$ cat src/rtl/arm_mc_controller.sv
`default_nettype none
// ============================================================================
// Module      : arm_mc_controller
// Description : Main control FSM for the multicycle ARM datapath. Walks each
//               instruction through fetch / decode / execute / memory /
//               writeback and drives the datapath mux selects and strobes.
//               Condition-flag gating of RegW/MemW/Branch happens downstream.
// Ports       : clk, reset      - clock, synchronous active-high reset
//               Op, Funct       - Instr[27:26] and Instr[25:20]
//               MemReady        - memory access completes when high
//               IRWrite, NextPC, RegW, MemW, Branch - write strobes
//               AdrSrc, ALUSrcA, ALUSrcB, ResultSrc, ALUOp - datapath selects
//               ImmSrc, RegSrc  - decoded straight from Op (combinational)
//               StateDbg        - current state encoding
// Revision    : 1.0 - initial release
// ============================================================================
module arm_mc_controller #(
    parameter int STATE_W = 4
) (
    input  logic               clk,
    input  logic               reset,
    input  logic [1:0]         Op,
    input  logic [5:0]         Funct,
    input  logic               MemReady,
    output logic               IRWrite,
    output logic               NextPC,
    output logic               RegW,
    output logic               MemW,
    output logic               Branch,
    output logic               AdrSrc,
    output logic               ALUSrcA,
    output logic [1:0]         ALUSrcB,
    output logic [1:0]         ResultSrc,
    output logic               ALUOp,
    output logic [1:0]         ImmSrc,
    output logic [1:0]         RegSrc,
    output logic [STATE_W-1:0] StateDbg
);

    typedef enum logic [STATE_W-1:0] {
        FETCH    = STATE_W'(0),
        DECODE   = STATE_W'(1),
        MEMADR   = STATE_W'(2),
        MEMREAD  = STATE_W'(3),
        MEMWB    = STATE_W'(4),
        MEMWRITE = STATE_W'(5),
        EXECUTER = STATE_W'(6),
        EXECUTEI = STATE_W'(7),
        ALUWB    = STATE_W'(8),
        BRANCH   = STATE_W'(9)
    } state_t;

    state_t state_q;
    state_t state_d;

    // Strobes before reset gating
    logic irwrite_raw;
    logic nextpc_raw;
    logic regw_raw;
    logic memw_raw;
    logic branch_raw;

    // Only I (Funct[5]) and S/L (Funct[0]) steer this controller
    logic unused_funct;
    assign unused_funct = ^Funct[4:1];

    always_ff @(posedge clk) begin
        if (reset) begin
            state_q <= FETCH;
        end else begin
            state_q <= state_d;
        end
    end

    always_comb begin
        state_d     = FETCH;
        irwrite_raw = 1'b0;
        nextpc_raw  = 1'b0;
        regw_raw    = 1'b0;
        memw_raw    = 1'b0;
        branch_raw  = 1'b0;
        AdrSrc      = 1'b0;
        ALUSrcA     = 1'b0;
        ALUSrcB     = 2'b00;
        ResultSrc   = 2'b00;
        ALUOp       = 1'b0;

        case (state_q)
            FETCH: begin
                ALUSrcA     = 1'b1;
                ALUSrcB     = 2'b10;
                ResultSrc   = 2'b10;
                irwrite_raw = MemReady;
                nextpc_raw  = MemReady;
                state_d     = MemReady ? DECODE : FETCH;
            end
            DECODE: begin
                ALUSrcA   = 1'b1;
                ALUSrcB   = 2'b10;
                ResultSrc = 2'b10;
                case (Op)
                    2'b00:   state_d = Funct[5] ? EXECUTEI : EXECUTER;
                    2'b01:   state_d = MEMADR;
                    2'b10:   state_d = BRANCH;
                    default: state_d = FETCH;   // undefined opcode: silent no-op
                endcase
            end
            MEMADR: begin
                ALUSrcB = 2'b01;
                state_d = Funct[0] ? MEMREAD : MEMWRITE;
            end
            MEMREAD: begin
                AdrSrc  = 1'b1;
                state_d = MemReady ? MEMWB : MEMREAD;
            end
            MEMWB: begin
                ResultSrc = 2'b01;
                regw_raw  = 1'b1;
                state_d   = FETCH;
            end
            MEMWRITE: begin
                AdrSrc   = 1'b1;
                // Write strobe only in the completing cycle, so one pulse per store
                memw_raw = MemReady;
                state_d  = MemReady ? FETCH : MEMWRITE;
            end
            EXECUTER: begin
                ALUOp   = 1'b1;
                state_d = ALUWB;
            end
            EXECUTEI: begin
                ALUSrcB = 2'b01;
                ALUOp   = 1'b1;
                state_d = ALUWB;
            end
            ALUWB: begin
                regw_raw = 1'b1;
                state_d  = FETCH;
            end
            BRANCH: begin
                ALUSrcB    = 2'b01;
                ResultSrc  = 2'b10;
                branch_raw = 1'b1;
                state_d    = FETCH;
            end
            default: begin
                state_d = FETCH;   // unused encodings recover to FETCH
            end
        endcase
    end

    // Reset suppresses every strobe in the same cycle so an abandoned
    // instruction cannot commit anything.
    assign IRWrite = irwrite_raw & ~reset;
    assign NextPC  = nextpc_raw  & ~reset;
    assign RegW    = regw_raw    & ~reset;
    assign MemW    = memw_raw    & ~reset;
    assign Branch  = branch_raw  & ~reset;

    assign ImmSrc   = (Op == 2'b11) ? 2'b00 : Op;
    assign RegSrc   = {(Op == 2'b01), (Op == 2'b10)};
    assign StateDbg = state_q;

endmodule
`default_nettype wire

$ cat config.mk
export PLATFORM = sky130hd
export DESIGN_NAME = arm_mc_controller
export DESIGN_NICKNAME = d
export VERILOG_FILES = /design/src/rtl/arm_mc_controller.sv
export SDC_FILE = /design/constraint.sdc
export NUM_CORES = 1
export LEC_CHECK = 0
export BUFFER_PORTS_ARGS = -buffer_cell sky130_fd_sc_hd__buf_2
export CORE_AREA = 5 5 42 44
export DETAILED_ROUTE_END_ITERATION = 8
export DIE_AREA = 0 0 47 49
export PLACE_DENSITY = 0.65
export RECOVER_POWER = 100
export SYNTH_ARGS = -nofsm -noshare
export SYNTH_HDL_FRONTEND = slang
export SYNTH_SLANG_ARGS = --single-unit
$ cat constraint.sdc
create_clock -name clk -period 3.5 [get_ports clk]
set_input_delay 0.175 -clock clk [delete_from_list [all_inputs] [get_ports clk]]
set_output_delay 0.175 -clock clk [all_outputs]
set_load 0.1 [all_outputs]
Word-level counts from Yosys, hierarchy flattened
Index checks and enable logic that the tools add are counted.

word-level totals
  bits in registers = 4
  input bits = 11
  output and inout bits = 20
  word-level logic and storage cells = 43

operators by class
  equal/unequal tests = 12
  multiplexer cells = 17
  bitwise logic cells = 5
  reduce and logical (&&, ||, !) cells = 8

operator list
  kind                count
  $pmux 4 s6          1
  $eq 4x3->1 const B  4
  $pmux 4 s3          1
  $mux 1              9
  $mux 3              3
  $eq 4x2->1 const B  2
  $eq 4x4->1 const B  2
  $pmux 2 s2          2
  $reduce_or 2->1     4
  $reduce_or 3->1     2
  $and 1x1->1         4
  $eq 2x2->1 const B  2
  $eq 4x1->1 const B  1
  $logic_not 4->1     1
  $eq 2x1->1 const B  1
  $logic_not 2->1     1
  $mux 2              1
  $not 1->1           1

Longest topological paths before layout
Gate-level depths: netlist of run 1.

  depth after elaboration = 4
  depth in mapped cells = 4
  gate-level depth less buffers = 3

Least setup slack after synthesis of run 1
No wires, ideal clock.

  kind = reg-to-output
  from = reg state_q[3] (netlist: StateDbg[3])
  to = out Branch
  arrival = 4426 ps
  data required time = 3325 ps
  slack = -1101 ps
  cell stages (with the launch flop) = 3
  buffers on the path = 1
  cells stage by stage = dfxtp_1 -> buf_2 -> nor4b_1

between the ends
  word-level cells in the longest chain between the ends = 3

RTL lines
  what                    line  source
  start, declared         53    state_t state_q;
  start signal, assigned  71    state_q <= state_d;
  $eq 4x4->1              88    case (state_q)
  $mux 1                  88
  $and 1x1->1             158   assign Branch = branch_raw & ~reset;
  end, declared           29    output logic Branch,

No other way between the ends.

Worst setup path in the final report of run 1
  from = reg state_q[2] (netlist: StateDbg[2])
  to = out NextPC

between the ends
  word-level cells in the longest chain between the ends = 3

RTL lines
  what             line  source
  $logic_not 4->1  88
  $mux 1           88
  $and 1x1->1      155   assign NextPC = nextpc_raw & ~reset;
  end, declared    26    output logic NextPC,

No other way between the ends.

==> run metrics, run 1 <==
layout cells sized above 1 20.5%; Pre-antenna DRT Iters 4; Yosys warning total 0; Core Region 1400 µm²; VDD IR max around 0.00021 V; critical-path cell list or4_1, nor2_1, clkbuf_1; Setup Skew between 0.003 and 0.004 ns; Clk Latency, worst-skew pair 0.24 ns; Routed Antenna Nets 0; Seq cells post-synth 4; max reg flops 4; Crit path largest cell delay 0.88 ns; initial core utilization a little under a third; crit path launch type flip-flop; Syn Nets 67; CP required 3.32 ns; port buffer count 26; Placement Setup Slack 1.75 ns; filler-free cell count of the finished design 94; Register Area 80.1 µm²; Slew Viols, Final 0; GRT overflow 0; global-route wire length before repair a little under 2000 µm; largest family of logic cells by synthesized area simple AND/OR/NAND/NOR gates; crit end category primary output; Max stage delay cell, worst path clkbuf_1; post-CTS resize count 0; routed wire length 1160 µm; Tcrit/Tclk final a little over two thirds; RSZ-0062 raised after global routing no; Ports 31; hold_ws 0.216 ns; simple-gate share of the synthesized area between 40% and 50%; WP buf/inv 1; CTS Buffer Depth 2; Worst Path Max Fanout 15; total CTS buffers 3; Cell Area, Synth 427 µm²; die height 49 µm; NumNets Final 91; dpl cells 91; Mean Syn Cell Area 7.62 µm²; adder-cell share of the synthesized area 0%; antenna violations before repair 0; filler cell count 171; fin util between 30% and 40%; post-DP HPWL 868 µm; Compound-Gate Fraction of Synth Area ~17%; Worst-Margin Slew 1.17 ns; Crit path arrival time 2.25 ns; die width 47 µm; drt first-iter violations 11; DRC viols 0; Reg clk slew, reported paths 0.04 ns; post-synthesis mux area share 0%; pin count of the biggest net entering global routing 18; area delta synth->final 26.4%; Crit Path Class flip-flop to primary output; crit-path leading delay family buffers and inverters; row count 14; via/cell ratio approximately 5.1; Worst slew margin a little under a quarter; Post-CTS Setup Inserts 0; count of final setup violators 0; Netlist cell types 30; class of the worst hold path input port to flip-flop; Final Critical Period ~2.4 ns; Synth Area in XOR/XNOR ~4.1%; CTS tree done; cells after synthesis 56; clk sinks 4; vias in the first global route ~460; Final Hold Vio Count 0; sequential area share after synthesis a little under a fifth; Setup WS post-layout 1.07 ns; WL/cell 12.4 µm; Max Cap Viol 0; RD Place Congestion 0.753; CTS HTree Levels 1; Multi-input gate area 304 µm²; full die area 2300 µm²; PD cells roughly 460 nW/µm²; GRT Total Usage approximately 11%; Hold-fix buffers, CTS 0; Antenna diodes 0; Achievable Freq a little over 400 MHz; Leak 0.179 nW; via count between 400 and 500; status finished, final reports clean; root buffer cell clkbuf_4
-- area by class of cell --
type / count / share of cell area, %
timing repair buffer: 26 / 19.5
sequential: 4 / 14.8
multi-input combinational: 43 / 56.4
clock buffer: 3 / 4.18
tap: 16 / 3.71
inverter: 2 / 1.39
-- worst paths after layout --
kind               start     endpoint  slack [ns]  cells past startpoint
min reg2reg  StateDbg[0]  StateDbg[1]        0.74                      2
max reg2reg  StateDbg[2]  StateDbg[0]        1.98                      3
max          StateDbg[2]       NextPC        1.07                      3
min                reset  StateDbg[1]        0.22                      2
-- through the flow --
stage / power, mW / TNS (ns) / area, µm²
after floorplan: 0.181 / -1.13 / 449
after global routing: 0.262 / 0 / 539
after global placement: 0.195 / 0 / 542
after detailed placement: 0.196 / 0 / 542
final: 0.250 / 0 / 539
after CTS: 0.255 / 0 / 564
-- synthesized netlist by cell type --
cell type	count	share of area (%)
nor2b_1	3	4.4
nor4b_1	1	2.1
and2b_1	1	1.8
xnor2_1	2	4.1
nor3_1	5	5.9
or3_1	1	1.5
nand2_1	1	0.88
buf_2	2	2.3
a21oi_1	1	1.2
and2b_2	2	4.1
a211oi_1	1	1.8
a2111oi_1	1	2.3
a31oi_1	3	4.4
or4_1	3	5.3
and2_1	1	1.5
and3b_1	1	2.1
o21ai_0	3	3.5
o31ai_1	1	1.8
inv_1	2	1.8
o2111ai_1	1	2.1
nor2_1	4	3.5
clkbuf_8	1	3.2
dfxtp_1	4	19
nor4_1	1	1.5
buf_6	1	2.6
nor3b_1	1	1.8
nand2b_4	1	3.2
buf_4	3	5.3
nand2b_1	3	4.4
nand3_1	1	1.2
-- cell usage in the layout, fill, tap and decap left out --
cell type and count:
nor4b_2 1, and2b_1 1, a21oi_1 1, o31ai_1 1
xnor2_1 2, nand3_1 1, nor3_1 3, and3b_1 1
buf_2 6, nor2b_1 3, and2_1 1, nor3_2 2
inv_1 2, nand2b_1 3, o2111ai_1 1, nor3b_1 1
or3_1 1, o21ai_0 3, a211oi_1 1, a2111oi_1 1
nor4_2 1, a31oi_1 3, dfxtp_1 4, nand2_1 1
or4_1 3, clkbuf_4 3, nor2_1 4, and2b_2 2
nand2b_4 1, clkbuf_1 20
-- power by group --
| part | switching [mW] | total, mW | internal [mW] |
|---|---|---|---|
| registers | 0.0103 | 0.0587 | 0.0484 |
| clock network | 0.0201 | 0.0586 | 0.0385 |
| logic | 0.112 | 0.133 | 0.0202 |
-- metal layers --
metal	wire, µm	vias up	GRT usage [%]
met5	0	-	0
met2	507	27	16.7
met4	4	0	5.53
met1	508	204	14.9
li1	-	246	-
met3	141	2	2.21
-- cells by family (layout without fill, tap and decap cells) --
family,count (synthesis),after routing
AND/OR/NAND/NOR,30,30
AO/OA/AOI/OAI,11,11
buffers and inverters,9,31
flip-flops,4,4
XOR/XNOR,2,2
-- worst register-to-register path, delay by kind of cell, from the launching register on --
family	cells	cell delay, ns
buf+inv	1	0.18
simple gates	1	0.42
flops	1	0.62
compound gates	1	0.21
Power figures use the tool's default switching activity.
==> inputs of run 2 (changes only) <==
- clock period: 3.5 -> 2.35 ns (I/O delays scaled with it)
==> run metrics, run 2 (synthesis results as in run 1) <==
status finished, final reports clean; routed wire length 1200 µm (+3.4%); Cell Area, Placed 632 µm² (+17%); NumNets Final 91 (unchanged); post-CTS resize count 0 (unchanged); critical-path cell list and3b_2, clkbuf_1; Slew Viols, Final 0 (unchanged); commonest non-fill, non-tap cell in the layout clkbuf_1; Worst-Margin Slew 1.17 ns (+0.00282 ns); drt first-iter violations 5 (-6); port buffer count 26 (unchanged); crit end category primary output; count of final setup violators 0 (unchanged); max reg flops 4 (unchanged); VDD IR max 0.000287 V (+35%); FF-to-FF path depth 3 (unchanged); Antenna diodes 0 (unchanged); Setup WS post-layout 0.285 ns (-0.787 ns); Worst Path Max Fanout 17 (+2); Setup Skew 0.00236 ns (-0.000801 ns); class of the worst hold path input port to flip-flop; crit-path leading delay family buffers and inverters; GRT overflow 0 (unchanged); Worst path depth 2 (-1); DRC viols 0 (unchanged); Clk Latency, worst-skew pair 0.24 ns (about the same); Switch Pwr 0.229 mW (+60%); PD cells 620 nW/µm² (+34%); area delta synth->final 50.1%; pin count of the biggest net entering global routing 18 (unchanged); Gate power share 53.6% (+0.6 points); clk sinks 4 (unchanged); Total Power 0.397 mW (+59%); Reg clk slew, reported paths 0.04 ns (about the same); WP buf/inv 1 (unchanged); Core Region 1400 µm² (unchanged); antenna violations before repair 0 (unchanged); R2R setup slack 0.94 ns (-1.04 ns); Max stage delay cell, worst path clkbuf_1; Internal 0.168 mW (+57%); Pre-antenna DRT Iters 4 (unchanged); Flop pwr share 23.6% (about the same); filler cell count 154 (-9.9%); Max Cap Viol 0 (unchanged); initial core utilization 30.4% (unchanged); RD Place Congestion 0.785 (+4.2%); die width 47 µm (unchanged); CP required 2.23 ns (-1.09 ns); global-route wire length before repair 2080 µm (+5.6%); Crit path arrival time 1.95 ns (-0.30 ns); post-route cell area 641 µm² (+19%); Tcrit/Tclk final between 80% and 90%; Final Hold Vio Count 0 (unchanged); CTS Buffer Depth 2 (unchanged); RSZ-0062 raised after global routing no; Clk pwr share 22.8% (-0.7 points); CTS HTree Levels 1 (unchanged); Crit path largest cell delay 0.86 ns (-0.02 ns); hold path cells 2 (unchanged); CTS tree done; Placement Setup Slack 0.674 ns (-1.08 ns); full die area 2300 µm² (unchanged); most frequent cells in the layout 11 x clkbuf_1, 9 x clkbuf_2, 6 x buf_2, 4 x dfxtp_2, 4 x nor3_4; via count 494 (+3.1%); Achievable Freq 484 MHz; total CTS buffers 3 (unchanged); Routed Antenna Nets 0 (unchanged); Final Critical Period about 2.1 ns; Ports 31 (unchanged); row count 14 (unchanged); GRT Total Usage 11.8% (+0.51 points); Crit Path Class flip-flop to primary output; Sw Ratio 57.6% (+0.51 points); WL/cell 12.8 µm (+3.4%); post-DP HPWL 910 µm (+4.8%); layout cells sized above 1 44.9% (+24 points); vias in the first global route 446 (-2.0%); Leak 0.233 nW (+30%); Post-CTS Setup Inserts 0 (unchanged); die height 49 µm (unchanged); crit path launch type flip-flop; via/cell ratio 5.26 (+3.1%); Worst slew margin 22.4% (-0.19 points); root buffer cell clkbuf_4; Hold-fix buffers, CTS 0 (unchanged)
## run 2: cell counts in the layout (fill, tap and decap cells not counted)
Identical to the previous run, type by type.
## run 2: per-stage QoR
stage / TNS (ns) / utilization [%] / cells / hold WS [ns]
global route: 0 / 45.7 / 94 / 0.187
global placement: 0 / 45.1 / 91 / 0.418
finish: 0 / 45.7 / 94 / 0.181
floorplan: -0.0179 / - / 56 / 0.187
detailed placement: 0 / 45.1 / 91 / 0.423
CTS: 0 / 46.7 / 94 / 0.182
## run 2: cell type report
| cell class | instances | area [µm²] | area share, % |
|---|---|---|---|
| multi-input combinational | 43 | 389 | 60.7 |
| timing repair buffer | 26 | 116 | 18.2 |
| sequential | 4 | 85.1 | 13.3 |
| clock buffer | 3 | 22.5 | 3.52 |
| inverter | 2 | 7.51 | 1.17 |
| tap | 16 | 20.0 | 3.13 |
## run 2: worst reg2reg max path, stage by stage, from the launching register on
cell	delay (ns)
dfxtp_2	0.58
inv_1	0.17
or3_1	0.41
a31oi_1	0.17
## run 2: metal layers
layer	track usage [%]	wire length, µm	up-vias
met5	0	0	-
met4	5.53	17	0
met3	2.21	109	4
met2	15.8	543	22
met1	17.4	529	224
li1	-	-	244
## run 2: final timing paths
check | startpoint | to
hold reg to reg | StateDbg[0] | StateDbg[1]
setup / recovery | StateDbg[1] | ALUOp
setup reg to reg | StateDbg[2] | StateDbg[0]
hold / removal | reset | StateDbg[3]
## run 2: power groups by stage
stage          Combinational [mW]  Clock (mW)  Sequential [mW]
2_1_floorplan               0.183           0            0.107
3_3_place_gp                0.216           0           0.0946
3_5_place_dp                0.217           0           0.0949
4_1_cts                     0.218      0.0904           0.0936
5_1_grt                     0.223      0.0953           0.0951
6_report                    0.213      0.0905           0.0937
